**config.mk**
```make
export PLATFORM = sky130hd
export DESIGN_NAME = btn_event_ctrl
export DESIGN_NICKNAME = d
export VERILOG_FILES = /design/src/rtl/btn_event_pkg.sv /design/src/rtl/btn_fsm.sv /design/src/rtl/btn_event_ctrl.sv
export SDC_FILE = /design/constraint.sdc
export NUM_CORES = 1
export LEC_CHECK = 0
export ABC_CLOCK_PERIOD_IN_PS = 2100
export CORE_ASPECT_RATIO = 0.5
export CORE_UTILIZATION = 40
export DETAILED_ROUTE_END_ITERATION = 8
export HOLD_SLACK_MARGIN = 0.1
export SLEW_MARGIN = 10
export SYNTH_ARGS = -nofsm -noshare
export SYNTH_HDL_FRONTEND = slang
export SYNTH_SLANG_ARGS = --single-unit
```
**constraint.sdc**
```tcl
create_clock -name clk -period 2.1 [get_ports clk]
set_input_delay 0.63 -clock clk [delete_from_list [all_inputs] [get_ports clk]]
set_output_delay 0.63 -clock clk [all_outputs]
set_load 0.005 [all_outputs]
```
**src/rtl/btn_event_pkg.sv**
```systemverilog
// Shared types, width helper and default time-base constants for the
// button event controller.
package btn_event_pkg;

  // Default tick constants: 1 ms ticks at 50 MHz.
  localparam int N_BTN_DEF      = 4;
  localparam int TICK_DIV_DEF   = 50000;
  localparam int DEB_TICKS_DEF  = 20;
  localparam int LONG_TICKS_DEF = 1000;
  localparam int REP_TICKS_DEF  = 200;

  typedef enum logic [2:0] {
    IDLE      = 3'd0,
    ARM_DN    = 3'd1,
    HELD      = 3'd2,
    LONG_HELD = 3'd3,
    ARM_UP    = 3'd4
  } btn_state_t;

  // Bits needed to hold 0..max_val; never narrower than one bit.
  function automatic int ctr_width(input int max_val);
    return (max_val < 1) ? 1 : $clog2(max_val + 1);
  endfunction

endpackage

```
**src/rtl/btn_fsm.sv**
```systemverilog
// One button: debounce / hold / repeat FSM with registered level and pulses.
// s is the synchronised, polarity-corrected pressed level; tick is the shared
// time-base strobe.
module btn_fsm
  import btn_event_pkg::*;
#(
  parameter int DEB_TICKS  = DEB_TICKS_DEF,
  parameter int LONG_TICKS = LONG_TICKS_DEF,
  parameter int REP_TICKS  = REP_TICKS_DEF
) (
  input  logic clk,
  input  logic rst_n,
  input  logic s,
  input  logic tick,
  output logic level,
  output logic press,
  output logic rel,
  output logic lng,
  output logic rep
);

  localparam int DW = ctr_width(DEB_TICKS - 1);
  localparam int HW = ctr_width(LONG_TICKS - 1);
  localparam int RW = ctr_width(REP_TICKS - 1);
  localparam logic [DW-1:0] DEB_LAST  = DW'(DEB_TICKS - 1);
  localparam logic [HW-1:0] LONG_LAST = HW'(LONG_TICKS - 1);
  localparam logic [RW-1:0] REP_LAST  = RW'(REP_TICKS - 1);

  btn_state_t    state;
  logic [DW-1:0] dcnt;
  logic [HW-1:0] hcnt;
  logic [RW-1:0] rcnt;
  logic          from_long;   // ARM_UP origin: 1 = LONG_HELD, 0 = HELD

  // State, counters and registered outputs. Pin level checks come before the
  // tick so a level change always wins; pulses default low every cycle.
  always_ff @(posedge clk or negedge rst_n) begin
    if (!rst_n) begin
      state     <= IDLE;
      dcnt      <= '0;
      hcnt      <= '0;
      rcnt      <= '0;
      from_long <= 1'b0;
      level     <= 1'b0;
      press     <= 1'b0;
      rel       <= 1'b0;
      lng       <= 1'b0;
      rep       <= 1'b0;
    end else begin
      press <= 1'b0;
      rel   <= 1'b0;
      lng   <= 1'b0;
      rep   <= 1'b0;
      case (state)
        IDLE: begin
          if (s) begin
            state <= ARM_DN;
            dcnt  <= '0;
          end
        end
        ARM_DN: begin
          if (!s) state <= IDLE;
          else if (tick) begin
            if (dcnt == DEB_LAST) begin
              state <= HELD;
              press <= 1'b1;
              level <= 1'b1;
              hcnt  <= '0;
            end else dcnt <= dcnt + 1'b1;
          end
        end
        HELD: begin
          if (!s) begin
            state     <= ARM_UP;
            dcnt      <= '0;
            from_long <= 1'b0;
          end else if (tick) begin
            if (hcnt == LONG_LAST) begin
              state <= LONG_HELD;
              lng   <= 1'b1;
              rcnt  <= '0;
            end else hcnt <= hcnt + 1'b1;
          end
        end
        LONG_HELD: begin
          if (!s) begin
            state     <= ARM_UP;
            dcnt      <= '0;
            from_long <= 1'b1;
          end else if (tick) begin
            if (rcnt == REP_LAST) begin
              rep  <= 1'b1;
              rcnt <= '0;
            end else rcnt <= rcnt + 1'b1;
          end
        end
        ARM_UP: begin
          // hcnt/rcnt stay frozen here so a short glitch resumes cleanly.
          if (s) state <= from_long ? LONG_HELD : HELD;
          else if (tick) begin
            if (dcnt == DEB_LAST) begin
              state <= IDLE;
              rel   <= 1'b1;
              level <= 1'b0;
            end else dcnt <= dcnt + 1'b1;
          end
        end
        default: state <= IDLE;
      endcase
    end
  end

endmodule

```
**src/rtl/btn_event_ctrl.sv**
```systemverilog
// Multi-button front end: two-flop synchroniser, polarity fix, shared tick
// generator and one btn_fsm per button.
module btn_event_ctrl
  import btn_event_pkg::*;
#(
  parameter int N_BTN      = N_BTN_DEF,
  parameter int TICK_DIV   = TICK_DIV_DEF,
  parameter int DEB_TICKS  = DEB_TICKS_DEF,
  parameter int LONG_TICKS = LONG_TICKS_DEF,
  parameter int REP_TICKS  = REP_TICKS_DEF,
  parameter int ACTIVE_LOW = 0
) (
  input  logic             clk,
  input  logic             rst_n,
  input  logic [N_BTN-1:0] btn_in,
  output logic [N_BTN-1:0] btn_level,
  output logic [N_BTN-1:0] press_pulse,
  output logic [N_BTN-1:0] release_pulse,
  output logic [N_BTN-1:0] long_pulse,
  output logic [N_BTN-1:0] repeat_pulse,
  output logic             any_event
);

  localparam int TW = ctr_width(TICK_DIV - 1);
  localparam logic [TW-1:0] TICK_LAST = TW'(TICK_DIV - 1);
  // Idle pin level; sync flops reset here so reset release shows no press.
  localparam logic [N_BTN-1:0] PIN_IDLE = {N_BTN{ACTIVE_LOW != 0}};

  logic [N_BTN-1:0] sync1, sync2, s;
  logic [TW-1:0]    tcnt;
  logic             tick;

  // Two-flop synchroniser on the raw pins.
  always_ff @(posedge clk or negedge rst_n) begin
    if (!rst_n) begin
      sync1 <= PIN_IDLE;
      sync2 <= PIN_IDLE;
    end else begin
      sync1 <= btn_in;
      sync2 <= sync1;
    end
  end

  assign s = sync2 ^ PIN_IDLE;

  // Free-running time-base; tick marks the last count before wrap.
  always_ff @(posedge clk or negedge rst_n) begin
    if (!rst_n)    tcnt <= '0;
    else if (tick) tcnt <= '0;
    else           tcnt <= tcnt + 1'b1;
  end

  assign tick = (tcnt == TICK_LAST);

  btn_fsm #(
    .DEB_TICKS (DEB_TICKS),
    .LONG_TICKS(LONG_TICKS),
    .REP_TICKS (REP_TICKS)
  ) u_fsm [N_BTN-1:0] (
    .clk  (clk),
    .rst_n(rst_n),
    .s    (s),
    .tick (tick),
    .level(btn_level),
    .press(press_pulse),
    .rel  (release_pulse),
    .lng  (long_pulse),
    .rep  (repeat_pulse)
  );

  assign any_event = |{press_pulse, release_pulse, long_pulse, repeat_pulse};

endmodule

```
; ---- Yosys cells after proc, flatten, opt, wreduce, memory -nomap -nowiden
; Cells that the tools add are included.
[word_totals]
regBits = 152
[op_classes]
n_eq_ne = 117
n_mux = 233
reduce_logical = 49
n_addsub = 13
[op_table]
columns = operator, count
row1 = 2-to-1 mux 10 bit, 24
row2 = 2-to-1 mux 8 bit, 24
row3 = 2-to-1 mux 3 bit, 44
row4 = 2-to-1 mux 5 bit, 24
row5 = inequality test 2 bit (second input constant), 52
row6 = 2-to-1 mux 1 bit, 92
row7 = one-hot mux 10 bit (2 select lines), 4
row8 = one-hot mux 5 bit (4 select lines), 4
row9 = one-hot mux 8 bit (2 select lines), 4
row10 = one-hot mux 3 bit (5 select lines), 4
row11 = AND reduction 7 bit, 8
row12 = adder 10 x 1 -> 10 bit (second input constant), 4
row13 = equality test 10 bit (second input constant), 4
row14 = inequality test 3 x 2 -> 1 bit (second input constant), 12
row15 = inequality test 3 bit (second input constant), 12
row16 = adder 8 x 1 -> 8 bit (second input constant), 4
row17 = equality test 8 bit (second input constant), 4
row18 = AND reduction 8 bit, 4
row19 = equality test 3 x 2 -> 1 bit (second input constant), 8
row20 = inequality test 2 x 1 -> 1 bit (second input constant), 12
row21 = AND reduction 6 bit, 4
row22 = nonzero test 2 bit, 12
row23 = adder 5 x 1 -> 5 bit (second input constant), 4
row24 = equality test 5 bit (second input constant), 4
row25 = other kinds (12), 40

; ---- Depth between registers and ports, before layout
; Gate-level depths: netlist (run 1).
[logic_depth]
ltp_word = 5
ltp_mapped = 9
ltp_nobuf = 6

; ---- Hierarchy
; Synthesis (run 1) repeated with hierarchy kept, for this count alone.
[unflattened]
cells_unflattened = 858
hier_area_um2 = 8204.1
[modules_own_cells]
columns = module, cells_each, n_inst, area_per_inst_um2
row1 = btn_fsm at u_fsm[2] ..., 192, 2, 1775.5
row2 = btn_fsm at u_fsm[0], 203, 1, 1839.3
row3 = btn_fsm at u_fsm[1], 191, 1, 1820.5
row4 = btn_event_ctrl, 80, 1, 993.5

; ---- Worst setup path before layout (run 1)
; No wires, ideal clock.
[synth_path]
path_kind = register to register
start = register tcnt[11]
end = register u_fsm[3].rcnt[6]
path_buffers = 1
synth_period_minus_slack_ps = 2202
setup_ps = 92
path_stages_with_launch = 7
arrival_time_ps = 2111
slack_ps = -102
required_time_ps = 2008
cell_sequence = dfrtp_1 -> nor4b_4 -> nand4_4 -> or4b_1 -> buf_2 -> or2_4 -> o31ai_2
[synth_between]
elab_chain_cells = 3
elab_cells_between_ends = 4
classes_between = 3 x eq/ne / 1 x reduce/logical
[synth_lines]
columns = element, line
row1 = from (decl), btn_event_ctrl.sv:30  ; logic [TW-1:0] tcnt;
row2 = from (signal assigned), btn_event_ctrl.sv:50  ; else tcnt <= tcnt + 1'b1;
row3 = equality test 16 bit (*), btn_event_ctrl.sv:53  ; assign tick = (tcnt == TICK_LAST);
row4 = inequality test 2 bit (no source line), --
row5 = AND reduction 6 bit (no source line) (*), --
row6 = to (signal assigned), btn_fsm.sv:94  ; end else rcnt <= rcnt + 1'b1;
row7 = to (decl), btn_fsm.sv:32  ; logic [RW-1:0] rcnt;
; Mark *: on every way between the ends. The rest lies on a longest branch, timed or not.
; A chain may end at the register's enable or synchronous reset.

; ---- Worst setup path in the final report (run 1)
[layout_path]
start = register tcnt[10]
end = register u_fsm[1].rcnt[4]
[layout_between]
elab_chain_cells = 3
elab_cells_between_ends = 4
classes_between = 3 x eq/ne / 1 x reduce/logical
[layout_lines]
columns = element, line
row1 = equality test 16 bit (*), btn_event_ctrl.sv:53
row2 = inequality test 2 bit (no source line), --
row3 = AND reduction 6 bit (no source line) (*), --
row4 = to (signal assigned), btn_fsm.sv:94
row5 = to (decl), btn_fsm.sv:32
; Marked as above.

==> run_results.csv, run 1 <==
group,metric,value,unit
clock_network,clk_pin_slew,0.07,ns
yosys,basic_gate_share_of_the_synthesized_area_counting_and_or_nand_and_nor_cells,25.0,%
yosys,synthesis.area,8170,sq um
placement,io_buffer_count,26,
yosys,synth_top_cell_area_share,46.6,%
yosys,synth_top_family_by_area,"simple AND/OR/NAND/NOR gates",
die,floorplan.die.height,103,microns
sta,fmax,459,MHz
yosys,synth_seq_cells,152,
clock_network,sink_count_of_the_clock_tree,152,
yosys,yosysMostFrequentCell,"sky130_fd_sc_hd__dfrtp_1",
yosys,synthesis.nets,909,
power_and_ir_drop,report.power.total,0.00702,W
critical_path,worstSetupPathType,"reg -> reg",
yosys,synth_compound_area_share,17.7,%
clock_network,cts_root_buf,"sky130_fd_sc_hd__clkbuf_16",
power_and_ir_drop,max-vdd-ir-drop,0.000456,V
power_and_ir_drop,comb_power_share,5.9,%
yosys,number_of_instances_in_the_synthesized_netlist,890,
critical_path,critPathRequiredTime,2.43,ns
clock_network,clockBufferDepth,2,
critical_path,crit_path_max_fanout,7,
final_layout,final_layout_size_suffix_gt1_share,26.3,%
yosys,number_of_flops_mapped_to_enable_cells_by_yosys,0,
yosys,syn_area_per_cell,9.17,sq um
die,placementRows,36,
power_and_ir_drop,power-per-cell-area,656,nW/um^2
sta,report.final.hold_viol_count,0,
final_layout,insertedDiodeCount,0,
final_layout,layout.cell_area.non_filler,10700,sq um
route,drt-initial-drc-count,279,
yosys,synth_top_area_cell,"sky130_fd_sc_hd__dfrtp_1",
grt,gr-total-overflow,0,
sta,post-route-min-period,2.18,ns
grt,grt_pass1_wl,31.3,mm
worst_hold_path,min-delay-path-class,"reg -> reg",
yosys,synth.area.top_cells,"sky130_fd_sc_hd__dfrtp_1, sky130_fd_sc_hd__o21ai_0, sky130_fd_sc_hd__nor2_1, sky130_fd_sc_hd__o31ai_1, sky130_fd_sc_hd__nand3_1",
critical_path,worst-endpoint-arrival,2.51,ns
power_and_ir_drop,power.share.sequential,43.5,%
route,drt-pass1-iter-count,4,
placement,gpl.final_weighted_congestion,0.810,
yosys,synthAdderAreaFrac,1.99,%
yosys,postSynth.topFlopCell,"sky130_fd_sc_hd__dfrtp_1",
grt,number_of_global_route_vias_before_repair,6438,
power_and_ir_drop,internal_power,0.00540,W
clock_network,clock_latency,0.42,ns
sta,min_period_over_period,104,%
power_and_ir_drop,p_leak,4.60,nW
route,via_cell_ratio,5.51,
route,routed_wire_length_per_instance,15.1,microns
critical_path,critPathCaptureType,"flip-flop",
route,via_count,7033,
final_layout,syn_to_final_growth,31.1,%
critical_path,crit_path_launch_type,"flip-flop",
grt,global_route.usage.total,18.5,%
placement,post-dp-hpwl,12.7,mm
placement,postPlaceCellArea,9300,sq um
die,die_w,204,microns
route,drt.antenna.violating_nets,0,
die,initial_cell_density_of_the_core,41.4,%
die,die_area,21000,sq um
status,violations,"setup timing",
yosys,post_synth_num_cell_types,70,
power_and_ir_drop,switchingPower,0.00162,W
route,drc,0,
yosys,synth.mux.area_fraction,1.39,%
sta,unrepaired_setup_endpoints_after_global_routing,"true",
route,wl,19.2,mm
die,io-pin-count,27,
clock_network,htreeDepth,4,
final_layout,design.final.nets,1017,
sta,finalSetupViolCount,14,
die,core-area,19700,sq um
clock_network,cts_buffers,17,
yosys,synth.cells.most_frequent,"sky130_fd_sc_hd__dfrtp_1, sky130_fd_sc_hd__o21ai_0, sky130_fd_sc_hd__nor2_1",
sta,setup_ws,-0.0769,ns
power_and_ir_drop,clockPowerShare,50.6,%
yosys,synth-seq-area-share,46.6,%
sta,timing_worst_slew_pin_value,0.565,ns
grt,antenna_violations_before_repair,0,
yosys,synth-xor-area-share,2.36,%
yosys,async_s_r_ff_share_synth,100,%
grt,grt_start_max_net_pins,56,
clock_network,clock_tree_from_tritoncts,"done",
run,max-cap-violations,0,
power_and_ir_drop,sw_frac_of_total,23.1,%
sta,worst_slew_margin_rel,62.3,%
sta,report.final.slew_viol_count,0,
yosys,ys_warn_count,0,
status,status,"finished, violations left",
sta,final.setup_skew,0.0103,ns
[power groups by stage]
| stage | registers, W | clock network, W | logic [W] |
|---|---|---|---|
| 2_1_floorplan | 0.00307 | 0 | 0.000217 |
| 3_3_place_gp | 0.00310 | 0 | 0.000389 |
| 3_5_place_dp | 0.00310 | 0 | 0.000397 |
| 4_1_cts | 0.00305 | 0.00363 | 0.000405 |
| 5_1_grt | 0.00307 | 0.00376 | 0.000467 |
| 6_report | 0.00306 | 0.00355 | 0.000411 |
[layer usage]
metal / up-vias / track usage [%] / share of wire (%)
met5: - / 0 / 0
met4: 0 / 5.11 / 0.92
met3: 16 / 3.57 / 2.7
met2: 92 / 29.2 / 47
met1: 3460 / 26.0 / 49
li1: 3465 / - / -
[path summary, 6_finish.rpt]
check	start	slack, ns	endpoint	cells after the start
setup / recovery	tcnt[10]	-0.08	u_fsm[1].rcnt[4]	7
setup reg to reg	tcnt[10]	-0.08	u_fsm[1].rcnt[4]	7
hold / removal	sync1[2]	0.36	s[2]	0
hold reg to reg	sync1[2]	0.36	s[2]	0
min in group asynchronous	rst_n	0.67	u_fsm[0].rcnt[0]	2
max in group asynchronous	rst_n	0.82	tcnt[9]	3
[registers in the layout, indices dropped and copies added (netlist names)]
| name | flops |
|---|---|
| tcnt | 16 |
| u_fsm.rep | 4 |
| s | 4 |
| u_fsm.rel | 4 |
| u_fsm.rcnt | 32 |
| u_fsm.hcnt | 40 |
| u_fsm.from_long | 4 |
| u_fsm.level | 4 |
| u_fsm.lng | 4 |
| u_fsm.state | 12 |
| u_fsm.press | 4 |
| u_fsm.dcnt | 20 |
| sync1 | 4 |
[timing repair]
item | CTS | global route
hold buffers | 1 | 0
pin swaps | 20 | 23
buffers inserted | 9 | 7
gates resized for setup | 49 | 106
cloned | 1 | 3
endpoints found under the setup margin | 47 | 81
hold endpoints to repair | 4 | 0
[cell families (layout without fill, tap and decap cells)]
logic type,count (synthesis),count (layout)
AOI/OAI and AO/OA,230,230
xor gates and xnor gates,22,22
adders and majority gates,13,13
buffers and inverters,87,207
DFF,152,152
muxes,11,11
and+or+nand+nor,375,376
[stage by stage]
step	setup TNS (ns)	cells	worst slack [ns]	hold WS (ns)	util, %
after CTS	-0.524	1268	-0.0738	0.361	51.7
after global placement	-0.754	1225	-0.0939	0.335	47.2
after floorplan	-0.224	890	-0.0762	0.331	-
final	-0.408	1277	-0.0769	0.357	54.2
after global routing	-6.22	1277	-0.186	0.363	54.2
after detailed placement	-2.61	1225	-0.191	0.345	47.2
[area by class of cell]
type | instances | area, sq um
sequential | 152 | 3800
multi-input combinational | 652 | 4540
inverter | 27 | 101
fill | 1730 | 9030
tap | 266 | 333
clock buffer | 19 | 433
clock inverter | 13 | 241
timing repair buffer | 148 | 1240
[layout by cell type (no fill, tap or decap), types with 4 or more instances in the layout]
cell type	synthesis	layout
sky130_fd_sc_hd__nand3_1	59	58
sky130_fd_sc_hd__o31ai_2	2	21
sky130_fd_sc_hd__o21ai_2	0	17
sky130_fd_sc_hd__nor4_1	11	8
sky130_fd_sc_hd__buf_6	0	7
sky130_fd_sc_hd__nor3b_1	5	5
sky130_fd_sc_hd__nand2b_1	28	28
sky130_fd_sc_hd__inv_1	26	26
sky130_fd_sc_hd__o41ai_1	9	5
sky130_fd_sc_hd__a21oi_2	0	6
sky130_fd_sc_hd__xnor2_1	10	10
sky130_fd_sc_hd__dfrtp_1	152	151
sky130_fd_sc_hd__nor2b_1	8	8
sky130_fd_sc_hd__nor3_1	16	13
sky130_fd_sc_hd__o31ai_4	0	8
sky130_fd_sc_hd__or4_1	7	4
sky130_fd_sc_hd__xor2_1	12	12
sky130_fd_sc_hd__a31oi_1	19	18
sky130_fd_sc_hd__nand4_1	13	13
sky130_fd_sc_hd__mux2i_1	8	8
sky130_fd_sc_hd__and2_1	8	8
sky130_fd_sc_hd__a21oi_1	24	18
sky130_fd_sc_hd__nor2_1	82	82
sky130_fd_sc_hd__o21ai_0	85	57
sky130_fd_sc_hd__nand2_1	61	61
sky130_fd_sc_hd__bufinv_16	0	6
sky130_fd_sc_hd__ha_1	13	10
sky130_fd_sc_hd__nand4b_1	4	4
sky130_fd_sc_hd__and3_1	34	34
sky130_fd_sc_hd__o21ai_1	15	23
sky130_fd_sc_hd__or2_4	1	6
sky130_fd_sc_hd__o31ai_1	40	13
sky130_fd_sc_hd__clkdlybuf4s50_1	0	23
sky130_fd_sc_hd__nand3b_1	6	6
sky130_fd_sc_hd__clkbuf_16	0	17
sky130_fd_sc_hd__buf_4	21	110
[worst max-delay path, stage by stage (launching register included)]
cell                      delay [ns]
sky130_fd_sc_hd__dfrtp_1        0.41
sky130_fd_sc_hd__nor4b_4        0.32
sky130_fd_sc_hd__and4_4         0.28
sky130_fd_sc_hd__buf_8          0.13
sky130_fd_sc_hd__buf_6          0.11
sky130_fd_sc_hd__nand2_4        0.04
sky130_fd_sc_hd__or4_4          0.60
sky130_fd_sc_hd__o31ai_2        0.19
Power figures use the tool's default switching activity.
==> inputs of run 2 (changes only) <==
--- a/config.mk
+++ b/config.mk
@@ -6,6 +6,7 @@
 export NUM_CORES = 1
 export LEC_CHECK = 0
 export ABC_CLOCK_PERIOD_IN_PS = 2100
+export CAP_MARGIN = 20
 export CORE_ASPECT_RATIO = 0.5
 export CORE_UTILIZATION = 40
 export DETAILED_ROUTE_END_ITERATION = 8
==> results of run 2 <==
No change in the layout: final DEF, timing and power equal those of run 1.
